## config.mk

```make
export PLATFORM = sky130hd
export DESIGN_NAME = pifo_req_dispatcher
export DESIGN_NICKNAME = d
export VERILOG_FILES = /design/src/rtl/pifo_req_dispatcher.sv
export SDC_FILE = /design/constraint.sdc
export NUM_CORES = 1
export LEC_CHECK = 0
export ABC_AREA = 1
export BUFFER_PORTS_ARGS = -buffer_cell sky130_fd_sc_hd__buf_2
export CORE_ASPECT_RATIO = 1.4
export CORE_MARGIN = 1.5
export CORE_UTILIZATION = 50
export DETAILED_ROUTE_END_ITERATION = 8
export PLACE_DENSITY = 0.7
export SLEW_MARGIN = 10
export SYNTH_ARGS = -nofsm -noshare
export SYNTH_HDL_FRONTEND = slang
export SYNTH_SLANG_ARGS = --single-unit
```

## constraint.sdc

```tcl
create_clock -name i_clk -period 3.3 [get_ports i_clk]
set_clock_uncertainty 0.05 [all_clocks]
set_input_delay 0.495 -clock i_clk [delete_from_list [all_inputs] [get_ports i_clk]]
set_output_delay 0.495 -clock i_clk [all_outputs]
set_load 0.02 [all_outputs]
```

## src/rtl/pifo_req_dispatcher.sv

```systemverilog
// Request front end for one PIFO level port: in-order request queue, per-tree
// occupancy tracking, illegal-request dropping and task-FIFO backpressure.
module pifo_req_dispatcher #(
    parameter int PTW           = 16,
    parameter int LEVEL         = 5,
    parameter int TREE_NUM      = 10,
    parameter int TREE_NUM_BITS = $clog2(TREE_NUM),
    parameter int CAP           = 2**(LEVEL+1)-2,
    parameter int QDEPTH        = 4,
    parameter int OCW           = $clog2(CAP+1)
) (
    input  logic                     i_clk,
    input  logic                     i_rst,
    input  logic                     i_req_valid,
    output logic                     o_req_ready,
    input  logic                     i_req_op,
    input  logic [TREE_NUM_BITS-1:0] i_req_tree_id,
    input  logic [PTW-1:0]           i_req_data,
    output logic                     o_push,
    output logic                     o_pop,
    output logic [TREE_NUM_BITS-1:0] o_tree_id,
    output logic [PTW-1:0]           o_push_data,
    input  logic                     i_task_fifo_full,
    output logic                     o_drop,
    output logic [TREE_NUM_BITS-1:0] o_drop_tree_id,
    input  logic [TREE_NUM_BITS-1:0] i_occ_tree_id,
    output logic [OCW-1:0]           o_occ
);

    localparam int             QAW   = $clog2(QDEPTH);
    localparam logic [QAW:0]   QFULL = (QAW+1)'(QDEPTH);
    localparam logic [OCW-1:0] CAP_V = OCW'(CAP);

    // Request queue storage and control
    logic                     q_op   [QDEPTH];
    logic [TREE_NUM_BITS-1:0] q_tree [QDEPTH];
    logic [PTW-1:0]           q_data [QDEPTH];
    logic [QAW-1:0]           wr_ptr;
    logic [QAW-1:0]           rd_ptr;
    logic [QAW:0]             count;

    logic q_full;
    logic q_empty;
    logic enq;
    logic deq;

    // Head-of-queue decode
    logic                     head_op;
    logic [TREE_NUM_BITS-1:0] head_tree;
    logic [PTW-1:0]           head_data;
    logic                     head_tree_ok;
    logic [OCW-1:0]           head_occ;
    logic                     issue_push;
    logic                     issue_pop;
    logic                     issue_drop;

    logic [OCW-1:0] occ [TREE_NUM];

    // Ready depends only on registered queue state, never on i_req_valid.
    assign q_full      = (count == QFULL);
    assign q_empty     = (count == '0);
    assign o_req_ready = !q_full && !i_rst;
    assign enq         = i_req_valid && o_req_ready;
    assign deq         = !q_empty && !i_task_fifo_full;

    assign head_op      = q_op[rd_ptr];
    assign head_tree    = q_tree[rd_ptr];
    assign head_data    = q_data[rd_ptr];
    assign head_tree_ok = (32'(head_tree) < TREE_NUM);

    // NOTE: every always_comb output gets a default first so no latch is inferred.
    always_comb begin
        head_occ = '0;
        if (head_tree_ok) begin
            head_occ = occ[head_tree];
        end
    end

    // A tree id outside 0..TREE_NUM-1 has no counter and is treated as illegal.
    always_comb begin
        issue_push = 1'b0;
        issue_pop  = 1'b0;
        issue_drop = 1'b0;
        if (deq) begin
            if (!head_op && head_tree_ok && (head_occ < CAP_V)) begin
                issue_push = 1'b1;
            end else if (head_op && head_tree_ok && (head_occ != '0)) begin
                issue_pop = 1'b1;
            end else begin
                issue_drop = 1'b1;
            end
        end
    end

    // NOTE: payload storage carries no reset; count alone defines which entries are live.
    always_ff @(posedge i_clk) begin
        if (enq) begin
            q_op[wr_ptr]   <= i_req_op;
            q_tree[wr_ptr] <= i_req_tree_id;
            q_data[wr_ptr] <= i_req_data;
        end
    end

    // NOTE: sequential state uses non-blocking assignments so all registers update together.
    always_ff @(posedge i_clk) begin
        if (i_rst) begin
            wr_ptr <= '0;
            rd_ptr <= '0;
            count  <= '0;
        end else begin
            if (enq) begin
                wr_ptr <= wr_ptr + QAW'(1);
            end
            if (deq) begin
                rd_ptr <= rd_ptr + QAW'(1);
            end
            case ({enq, deq})
                2'b10:   count <= count + (QAW+1)'(1);
                2'b01:   count <= count - (QAW+1)'(1);
                default: count <= count;
            endcase
        end
    end

    always_ff @(posedge i_clk) begin
        if (i_rst) begin
            for (int t = 0; t < TREE_NUM; t++) begin
                occ[t] <= '0;
            end
        end else if (issue_push) begin
            occ[head_tree] <= head_occ + OCW'(1);
        end else if (issue_pop) begin
            occ[head_tree] <= head_occ - OCW'(1);
        end
    end

    always_ff @(posedge i_clk) begin
        if (i_rst) begin
            o_push         <= 1'b0;
            o_pop          <= 1'b0;
            o_drop         <= 1'b0;
            o_tree_id      <= '0;
            o_push_data    <= '0;
            o_drop_tree_id <= '0;
        end else begin
            o_push         <= issue_push;
            o_pop          <= issue_pop;
            o_drop         <= issue_drop;
            o_tree_id      <= (issue_push || issue_pop) ? head_tree : '0;
            o_push_data    <= issue_push ? head_data : '0;
            o_drop_tree_id <= issue_drop ? head_tree : '0;
        end
    end

    always_comb begin
        o_occ = '0;
        if (32'(i_occ_tree_id) < TREE_NUM) begin
            o_occ = occ[i_occ_tree_id];
        end
    end

endmodule

```

==> flow_summary.ini, run 1 <==
[clock_tree]
ctsHoldBuffers = 0
clock_latency_ps = 430
path_clk_slew_ps = 70
htreeDepth = 4
clock_path_buffers = 2
cts_tree = yes
clock_sinks = 180
cts_root_buf = clkbuf_16
numCtsBuffers = 17

[finish]
final_nets = 958
drive_gt1_share_pct = 27.5
layout_commonest_cell = edfxtp_1
area_delta_synth_final_pct = 25.3
finalNonFillerCells = 1127
layout_common_cells = edfxtp_1 (144), nand2_1 (139), inv_1 (80), nor2_1 (66), a21oi_1 (63)
fillers = 1226
diodes = 0
design_area_um2 = 10100

[synth]
yosys-top-cells-area = edfxtp_1 (54%), dfxtp_1 (9.0%), nand2_1 (6.9%), nand3_1 (4.5%), nor2_1 (4.1%)
ys_seq_area_share_pct = 62.7
syn_area_per_cell_um2 = 10.0
synth.cell_area_um2 = 8040
syn_nets = 843
ys_types = 34
syn-instance-count = 803
synth_area_leader_cell = edfxtp_1
yosys.area.top_type_share_pct = 53.8
yosys_warnings = 0
ys_ff_latch = 180

[flow_run]
maxCapViolations = 0

[power_and_ir_drop]
swShare_pct = 34.0
switchingPower_mw = 2.34
p_seq_share_pct = 38.5
p_clk_share_pct = 28.9
combPwrFrac_pct = 32.5
power_per_cell_area_nw_per_um2 = 683
p_int_mw = 4.54
leakage_nw = 4.12
irDropWorstVdd_mv = 0.505

[place]
port_buffers = 62
dpl.cell_count = 1082
place_area_um2 = 8930
dp_slack_ps = -49.0
gp_congestion = 0.875
dp_hpwl_mm = 12.8

[floorplan]
initial_core_util_pct = 51.3
fp.dieH_um = 153
dieArea_um2 = 16900
num_rows = 54
coreArea_um2 = 15700
io_pins = 63
die_w_um = 110

[sta]
final-hold-violation-count = 0
post-route-min-period_ps = 3450
slew_violations = 0
worst_pin_slew_ps = 962
setup_ws_ps = -155
rsz0062_at_grt = yes
slew-limit-headroom_pct = 35.5
setup_tns_ps = -2530
clock.fmax_ghz = 0.289
finalSetupViolations = 29
period_share_pct = 105

[worst_hold_path]
hold_depth = 1
holdCritPathClass = input port to register

[worst_setup_path]
r2r_cells = 23
crit_path_end_kind = register
worstPathMaxFanout = 10
crit_slowest_cell = dfxtp_4
critical_path.max_stage_delay_ps = 370
crit_path_start_kind = register
worstPathRequired_ps = 3430
cpMostUsedCell = nand3_2
arrival_ps = 3590
crit_type = register to register
crit_chain = buf_8 -> buf_6 -> nor2_4 -> o21ai_4 -> buf_6 -> buf_12 -> nand3_2 -> nand3_2 -> nand3_2 -> nand2_1 -> nor2_2 -> nand3_2 -> nand3_4 -> clkinvlp_4 -> ha_4 -> nand2_4 -> buf_4 -> nor2_1 -> a21oi_1 -> nand3b_1 -> nand3_2 -> buf_12 -> nor2_1

[drt]
route.detailed.drc = 0
routed_wl_mm = 20.1
via_per_inst = 5.60
ant_nets = 0
avgRoutedWirePerCell_um = 17.9
num_vias = 6315
drt-pass1-iter-count = 5
drtIter0Drc = 508

[status]
status = finished with violations
violations = setup timing

[global_route]
grt_pass1_wl_mm = 29.3
grt_max_degree = 35
overflow = 0
grt_pass1_vias = 5855
grt_usage_pct = 23.5
antenna_found_initial = 0
==> Yosys cell counts <==
cell type and number:
o21ai_2 1, buf_4 4, nand2_1 148, nor2_1 87, nand2_4 1, nor2_4 3
buf_1 1, xnor2_1 2, a21oi_1 64, o21ai_1 2, inv_1 82, nand4_1 2
clkinv_1 3, dfxtp_1 36, clkbuf_1 22, fa_1 2, o211ai_1 7, inv_2 8
o21ai_0 51, a31oi_1 1, nor3_1 1, nand2_2 13, buf_6 1, buf_2 4
xor2_1 1, a221oi_1 16, nor2_2 1, nand3_4 2, nand3b_1 7, nand3_2 3
edfxtp_1 144, a32oi_1 2, nand3_1 72, ha_1 9
==> worst max-delay path: cells and delay by family (launching register included) <==
family          cells  cell delay [ps]
compound gates      2              170
simple gates       13             1270
buf+inv             7              980
fa+ha+maj           1              350
flops               1              370
==> power by group through the flow <==
| stage | sequential (mW) | combinational [mW] | clock, mW |
|---|---|---|---|
| finish | 2.65 | 2.24 | 1.99 |
| global placement | 2.69 | 1.69 | 0 |
| CTS | 2.64 | 1.73 | 2.02 |
| global route | 2.66 | 2.39 | 2.09 |
| detailed placement | 2.69 | 1.71 | 0 |
| floorplan | 2.71 | 1.05 | 0 |
==> kinds of logic (layout without fill, tap and decap cells) <==
group	after synthesis	after routing	synth area share [%]
buffers and inverters	125	253	6.18
XOR/XNOR	3	3	0.327
AND/OR/NAND/NOR	340	340	18.8
AO/OA/AOI/OAI	144	144	10.1
adder cells (fa/ha/maj)	11	11	1.90
flip-flops	180	180	62.7
==> flip-flops by register name (all words and copies together), names as in the netlist, named ones only <==
signal          cells
o_tree_id           4
q_data             64
o_drop_tree_id      4
rd_ptr              2
o_drop              1
q_tree             16
o_push              1
o_pop               1
o_push_data        16
q_op                4
wr_ptr              2
occ                60
count               3
==> metal layers <==
layer  up-vias  wire length [um]  global-route usage [%]
li1       2978                 -                       -
met1      2927              7110                    26.0
met2       328             10600                    41.7
met3        82              1390                    4.90
met4         0              1070                    11.6
met5         -                 0                       0
==> stage by stage <==
| stage | utilization (%) | total power [mW] | hold WS, ps |
|---|---|---|---|
| CTS | 60.8 | 6.40 | 205 |
| detailed placement | 57.0 | 4.40 | 427 |
| global placement | 57.0 | 4.38 | 423 |
| floorplan | - | 3.76 | 402 |
| global route | 64.3 | 7.14 | 208 |
| finish | 64.3 | 6.88 | 222 |
==> layout make-up <==
| class | instances | area, um2 | share of cell area, % |
|---|---|---|---|
| Sequential cell | 180 | 5050 | 50.1 |
| Multi-Input combinational cell | 498 | 2830 | 28.1 |
| Timing Repair Buffer | 128 | 991 | 9.84 |
| Clock buffer | 18 | 429 | 4.26 |
| Inverter | 93 | 365 | 3.63 |
| Tap cell | 196 | 245 | 2.43 |
| Clock inverter | 14 | 164 | 1.63 |
==> what timing repair did <==
action                                  in CTS  in global routing
pin swaps                                    0                 15
resized for setup                            4                 98
setup buffers                                0                 10
cloned                                       0                  4
endpoints found under the setup margin      23                 30
==> final timing paths <==
kind | to | slack [ps] | start
worst min register to register | count[2] | 440 | count[2]
worst min-delay path | q_data[0][10] | 220 | i_req_data[10]
worst max register to register | occ[1][5] | -150 | register
worst max-delay path | occ[1][5] | -150 | register
Note: power is estimated with default switching activity, not from simulation.
==> run 2: changes to the inputs <==
REMOVE_ABC_BUFFERS = 1   (was unset)
==> flow_summary.ini, run 2 (synthesis gave the netlist of run 1 again) <==
[status]
status = complete, no violations

[power_and_ir_drop]
irDropWorstVdd_mv = 0.412
power_per_cell_area_nw_per_um2 = 692
leakage_nw = 4.15
total_power_mw = 7.01

[drt]
num_vias = 6238
drtIter0Drc = 436
routed_wl_mm = 20.2
ant_nets = 0
drt-pass1-iter-count = 7
via_per_inst = 5.54
avgRoutedWirePerCell_um = 18.0
route.detailed.drc = 0

[sta]
timing.hold.ws_ps = 220
slew-limit-headroom_pct = 36.4
post-route-min-period_ps = 3280
finalSetupViolations = 0
clock.fmax_ghz = 0.304
setup_tns_ps = 0
worst_pin_slew_ps = 948
final-hold-violation-count = 0
period_share_pct = 99.5
slew_violations = 0

[floorplan]
fp.dieH_um = 153
dieArea_um2 = 16900
initial_core_util_pct = 51.3
io_pins = 63
die_w_um = 110
num_rows = 54
coreArea_um2 = 15700

[clock_tree]
cts_root_buf = clkbuf_16
cts_tree = yes
path_clk_slew_ps = 70
clock_sinks = 180
htreeDepth = 4
numCtsBuffers = 17
clock_path_buffers = 2
clock_latency_ps = 430

[finish]
final_nets = 956
largest_register_ffs = 64
top_regs = q_data (64), occ (60)
multiInputGateArea_um2 = 2860
regMostFlops = q_data
drive_gt1_share_pct = 27.6
finalNonFillerCells = 1125
diodes = 0
fillers = 1196
seqCellArea_um2 = 5050
fin_util_pct = 64.6
area_delta_synth_final_pct = 25.9
layout_common_cells = edfxtp_1 (144), nand2_1 (129), inv_1 (81), nor2_1 (75), buf_2 (62)
layout_commonest_cell = edfxtp_1

[global_route]
overflow = 0
grt_usage_pct = 23.9
grt_pass1_vias = 6136
antenna_found_initial = 0
grt_pass1_wl_mm = 29.9
grt_max_degree = 35

[worst_hold_path]
min-delay-start = i_req_data[6]
holdCritPathClass = input port to register
min_to = q_data[0][6]
hold_depth = 1

[worst_setup_path]
timing.rr.end = occ[3][3]
crit_chain = buf_6 -> nand2_2 -> nand2_2 -> o21ai_4 -> buf_6 -> nand3_2 -> nand3_2 -> nand3_2 -> nand2_4 -> nor2_4 -> nand3_4 -> nand3_4 -> inv_6 -> ha_4 -> a21oi_4 -> o21ai_1 -> xnor2_1 -> nor2_2 -> clkinvlp_4 -> nor2_1
critical-path-top-delay-family = simple AND/OR/NAND/NOR gates
crit_buf_inv = 4
crit_path_start_kind = register
critical_path.max_stage_delay_ps = 340
crit_path_end_kind = register
r2r_slack_ps = 20
r2r_cells = 20
worstPathRequired_ps = 3540
crit_slowest_cell = dfxtp_2
worstPathMaxFanout = 11
crit_type = register to register
arrival_ps = 3520
cpMostUsedCell = nand3_2

[place]
dpl.cell_count = 1074
port_buffers = 62
gp_congestion = 0.910
dp_hpwl_mm = 12.8

[flow_run]
maxCapViolations = 0
run 2: changes by cell type in the layout (fill, tap and decap cells not counted), sizes merged:
cell,before,now
bufinv,1,2
clkbuf,21,23
clkinv,8,7
inv,96,98
buf,125,120
clkinvlp,2,1
run 2: cell type report:
| cell class | instances | share of cell area (%) |
|---|---|---|
| repair buffers | 125 | 9.82 |
| multi-input cells | 498 | 28.2 |
| flip-flops and latches | 180 | 49.9 |
| repair inverters | 1 | 0.0741 |
| clock buffers | 18 | 4.34 |
| inverters | 93 | 3.60 |
| well taps | 196 | 2.42 |
| clock inverters | 14 | 1.63 |
run 2: metal layers:
| layer | vias up | wire (um) | GRT usage [%] |
|---|---|---|---|
| met5 | - | 0 | 0 |
| met3 | 81 | 1330 | 5.03 |
| li1 | 2976 | - | - |
| met4 | 0 | 1220 | 14.6 |
| met2 | 267 | 10500 | 41.9 |
| met1 | 2914 | 7140 | 25.7 |
run 2: power breakdown:
part	switching [mW]	internal, mW	total [mW]
clock network	0.884	1.16	2.04
registers	0.0547	2.59	2.65
logic	1.39	0.927	2.32
run 2: worst max path at each step:
stage,startpoint,end,slack [ps],cells past startpoint
6_report,register,occ[3][3],20,20
2_1_floorplan,register,occ[0][5],-680,18
3_3_place_gp,register,occ[0][5],30,22
3_5_place_dp,register,occ[3][5],-70,23
5_1_grt,register,occ[6][5],-90,24
4_1_cts,q_tree[1][0],occ[8][4],5,22
run 2: repair_timing:
| action | in CTS | in global routing |
|---|---|---|
| setup buffers | 1 | 9 |
| gates cloned | 1 | 8 |
| hold buffers | 0 | 0 |
| resized for setup | 11 | 91 |
| pin swaps | 1 | 35 |
| setup endpoints to repair | 10 | 77 |
run 2: metrics by stage:
step | instance area [um2] | setup slack, ps
after floorplan | 7890 | -680
after global placement | 8860 | 28.4
after detailed placement | 8860 | -71.8
after CTS | 9560 | 5.48
after global routing | 10100 | -86.2
final | 10100 | 15.2
run 2: worst reg2reg max path, stage by stage, from the launching register on:
cell	delay [ps]
dfxtp_2	340
buf_6	140
nand2_2	80
nand2_2	60
o21ai_4	210
buf_6	180
nand3_2	120
nand3_2	90
nand3_2	120
nand2_4	120
nor2_4	50
nand3_4	90
nand3_4	100
inv_6	120
ha_4	230
a21oi_4	140
o21ai_1	100
xnor2_1	140
nor2_2	260
clkinvlp_4	260
nor2_1	140
==> run 3: changes to the inputs <==
clock period = 2.8 ns   (was 3.3 ns; I/O delays follow)
==> flow_summary.ini, run 3 (synthesis gave the netlist of run 1 again) <==
[status]
status = finished with violations
violations = setup timing

[worst_setup_path]
crit_chain = nand2_4 -> nand3_4 -> nand2_8 -> buf_6 -> clkbuf_16 -> nand2_1 -> nand3_2 -> nand3_4 -> nand3_2 -> nand2_2 -> nor2_2 -> nand3_2 -> nand3_4 -> inv_6 -> ha_4 -> buf_6 -> a21oi_4 -> o21ai_2 -> xnor2_2 -> nor2_4 -> clkinvlp_4 -> nor2_1
crit_slowest_cell = edfxtp_1
crit_path_start_kind = register
worstPathRequired_ps = 3040
crit_path_end_kind = register
worstPathMaxFanout = 4
crit_type = register to register
critical-path-top-delay-family = simple AND/OR/NAND/NOR gates
arrival_ps = 3830
critical_path.max_stage_delay_ps = 430
crit_buf_inv = 5

[place]
port_buffers = 62
gp_congestion = 0.912
dp_hpwl_mm = 13.0

[global_route]
grt_usage_pct = 25.5
overflow = 0
grt_pass1_wl_mm = 31.9
grt_max_degree = 34
antenna_found_initial = 0
grt_pass1_vias = 6495

[sta]
final-hold-violation-count = 0
period_share_pct = 128
clock.fmax_ghz = 0.279
setup_ws_ps = -790
setup_tns_ps = -44840
post-route-min-period_ps = 3590
slew-limit-headroom_pct = 2.07
finalSetupViolations = 123
worst_pin_slew_ps = 1470
rsz0062_at_grt = yes
slew_violations = 0

[floorplan]
io_pins = 63
dieArea_um2 = 16900
die_w_um = 110
coreArea_um2 = 15700
num_rows = 54
fp.dieH_um = 153
initial_core_util_pct = 51.3

[clock_tree]
path_clk_slew_ps = 80
clock_latency_ps = 440
clock_path_buffers = 2
htreeDepth = 4
numCtsBuffers = 17
cts_root_buf = clkbuf_16
ctsHoldBuffers = 0
cts_tree = yes
clock_sinks = 180

[finish]
drive_gt1_share_pct = 40.1
fin_util_pct = 72.3
layout_commonest_cell = edfxtp_1
area_delta_synth_final_pct = 41.0
largest_register_ffs = 64
final_nets = 1003
regMostFlops = q_data
top_regs = q_data (64), occ (60)
layout_common_cells = edfxtp_1 (144), nand2_1 (106), inv_1 (76), buf_2 (62), a21oi_1 (60)

[drt]
via_per_inst = 6.03
ant_nets = 0
drt-pass1-iter-count = 5
num_vias = 7078
avgRoutedWirePerCell_um = 22.4
routed_wl_mm = 26.3
drtIter0Drc = 733
route.detailed.drc = 0

[power_and_ir_drop]
leakage_nw = 4.65
total_power_mw = 9.39
irDropWorstVdd_mv = 0.524
power_per_cell_area_nw_per_um2 = 828

[worst_hold_path]
holdCritPathClass = input port to register

[flow_run]
maxCapViolations = 0
run 3: changes by cell type in the layout (fill, tap and decap cells not counted), moves of 18 or more:
cell	delta
nor2_1	-33
nand2_1	-23
buf_6	+19
nor2_2	+20
buf_4	+18
nand2_4	+18
nand3_1	-18
run 3: power breakdown:
part	leakage (nW)	internal, mW	switching, mW
clock	0.310	1.29	1.24
sequential	1.68	3.05	0.0802
combinational	2.66	1.55	2.18
total	4.65	5.89	3.50
run 3: per-stage QoR:
stage	setup WS, ps	instance area (um2)	std cells	hold slack [ps]
4_1_cts	-363	10200	1147	133
2_1_floorplan	-1180	7890	771	403
5_1_grt	-872	11300	1172	132
6_report	-790	11300	1173	136
3_5_place_dp	-528	9060	1099	451
3_3_place_gp	-483	9060	1099	428
run 3: final timing paths:
kind	start	depth (start not counted)	slack (ps)	to
min reg2reg	count[2]	2	460	count[2]
max reg2reg	q_tree[2][0]	22	-790	occ[7][3]
min	i_req_data[5]	1	140	q_data[0][5]
max	q_tree[2][0]	22	-790	occ[7][3]
run 3: routing by layer:
| layer | track usage, % | vias up | part of all wire (%) |
|---|---|---|---|
| li1 | - | 3076 | - |
| met1 | 27.9 | 3337 | 33 |
| met2 | 44.1 | 492 | 50 |
| met3 | 4.22 | 173 | 8.7 |
| met4 | 17.6 | 0 | 8.0 |
| met5 | 0 | - | 0 |
run 3: worst reg2reg max path, stage by stage (launching register included):
cell and delay (ps):
edfxtp_1 430, nand2_4 110, nand3_4 120, nand2_8 150
buf_6 130, clkbuf_16 140, nand2_1 60, nand3_2 80
nand3_4 110, nand3_2 100, nand2_2 80, nor2_2 150
nand3_2 140, nand3_4 120, inv_6 60, ha_4 240
buf_6 120, a21oi_4 140, o21ai_2 90, xnor2_2 170
nor2_4 240, clkinvlp_4 280, nor2_1 170
run 3: timing repair:
action                     4_1_cts  5_1_grt
setup endpoints to repair      115      120
setup buffers                   11       26
pin swaps                       31       51
resized for setup               90      207
gates cloned                     5        8
run 3: area by class of cell:
class	count	area, um2
Antenna cell	1	2.50
Clock buffer	18	450
Clock inverter	14	195
Fill cell	1012	4340
Inverter	93	404
Multi-Input combinational cell	498	3450
Sequential cell	180	5050
Tap cell	196	245
Timing Repair Buffer	172	1530
Timing Repair inverter	1	7.51
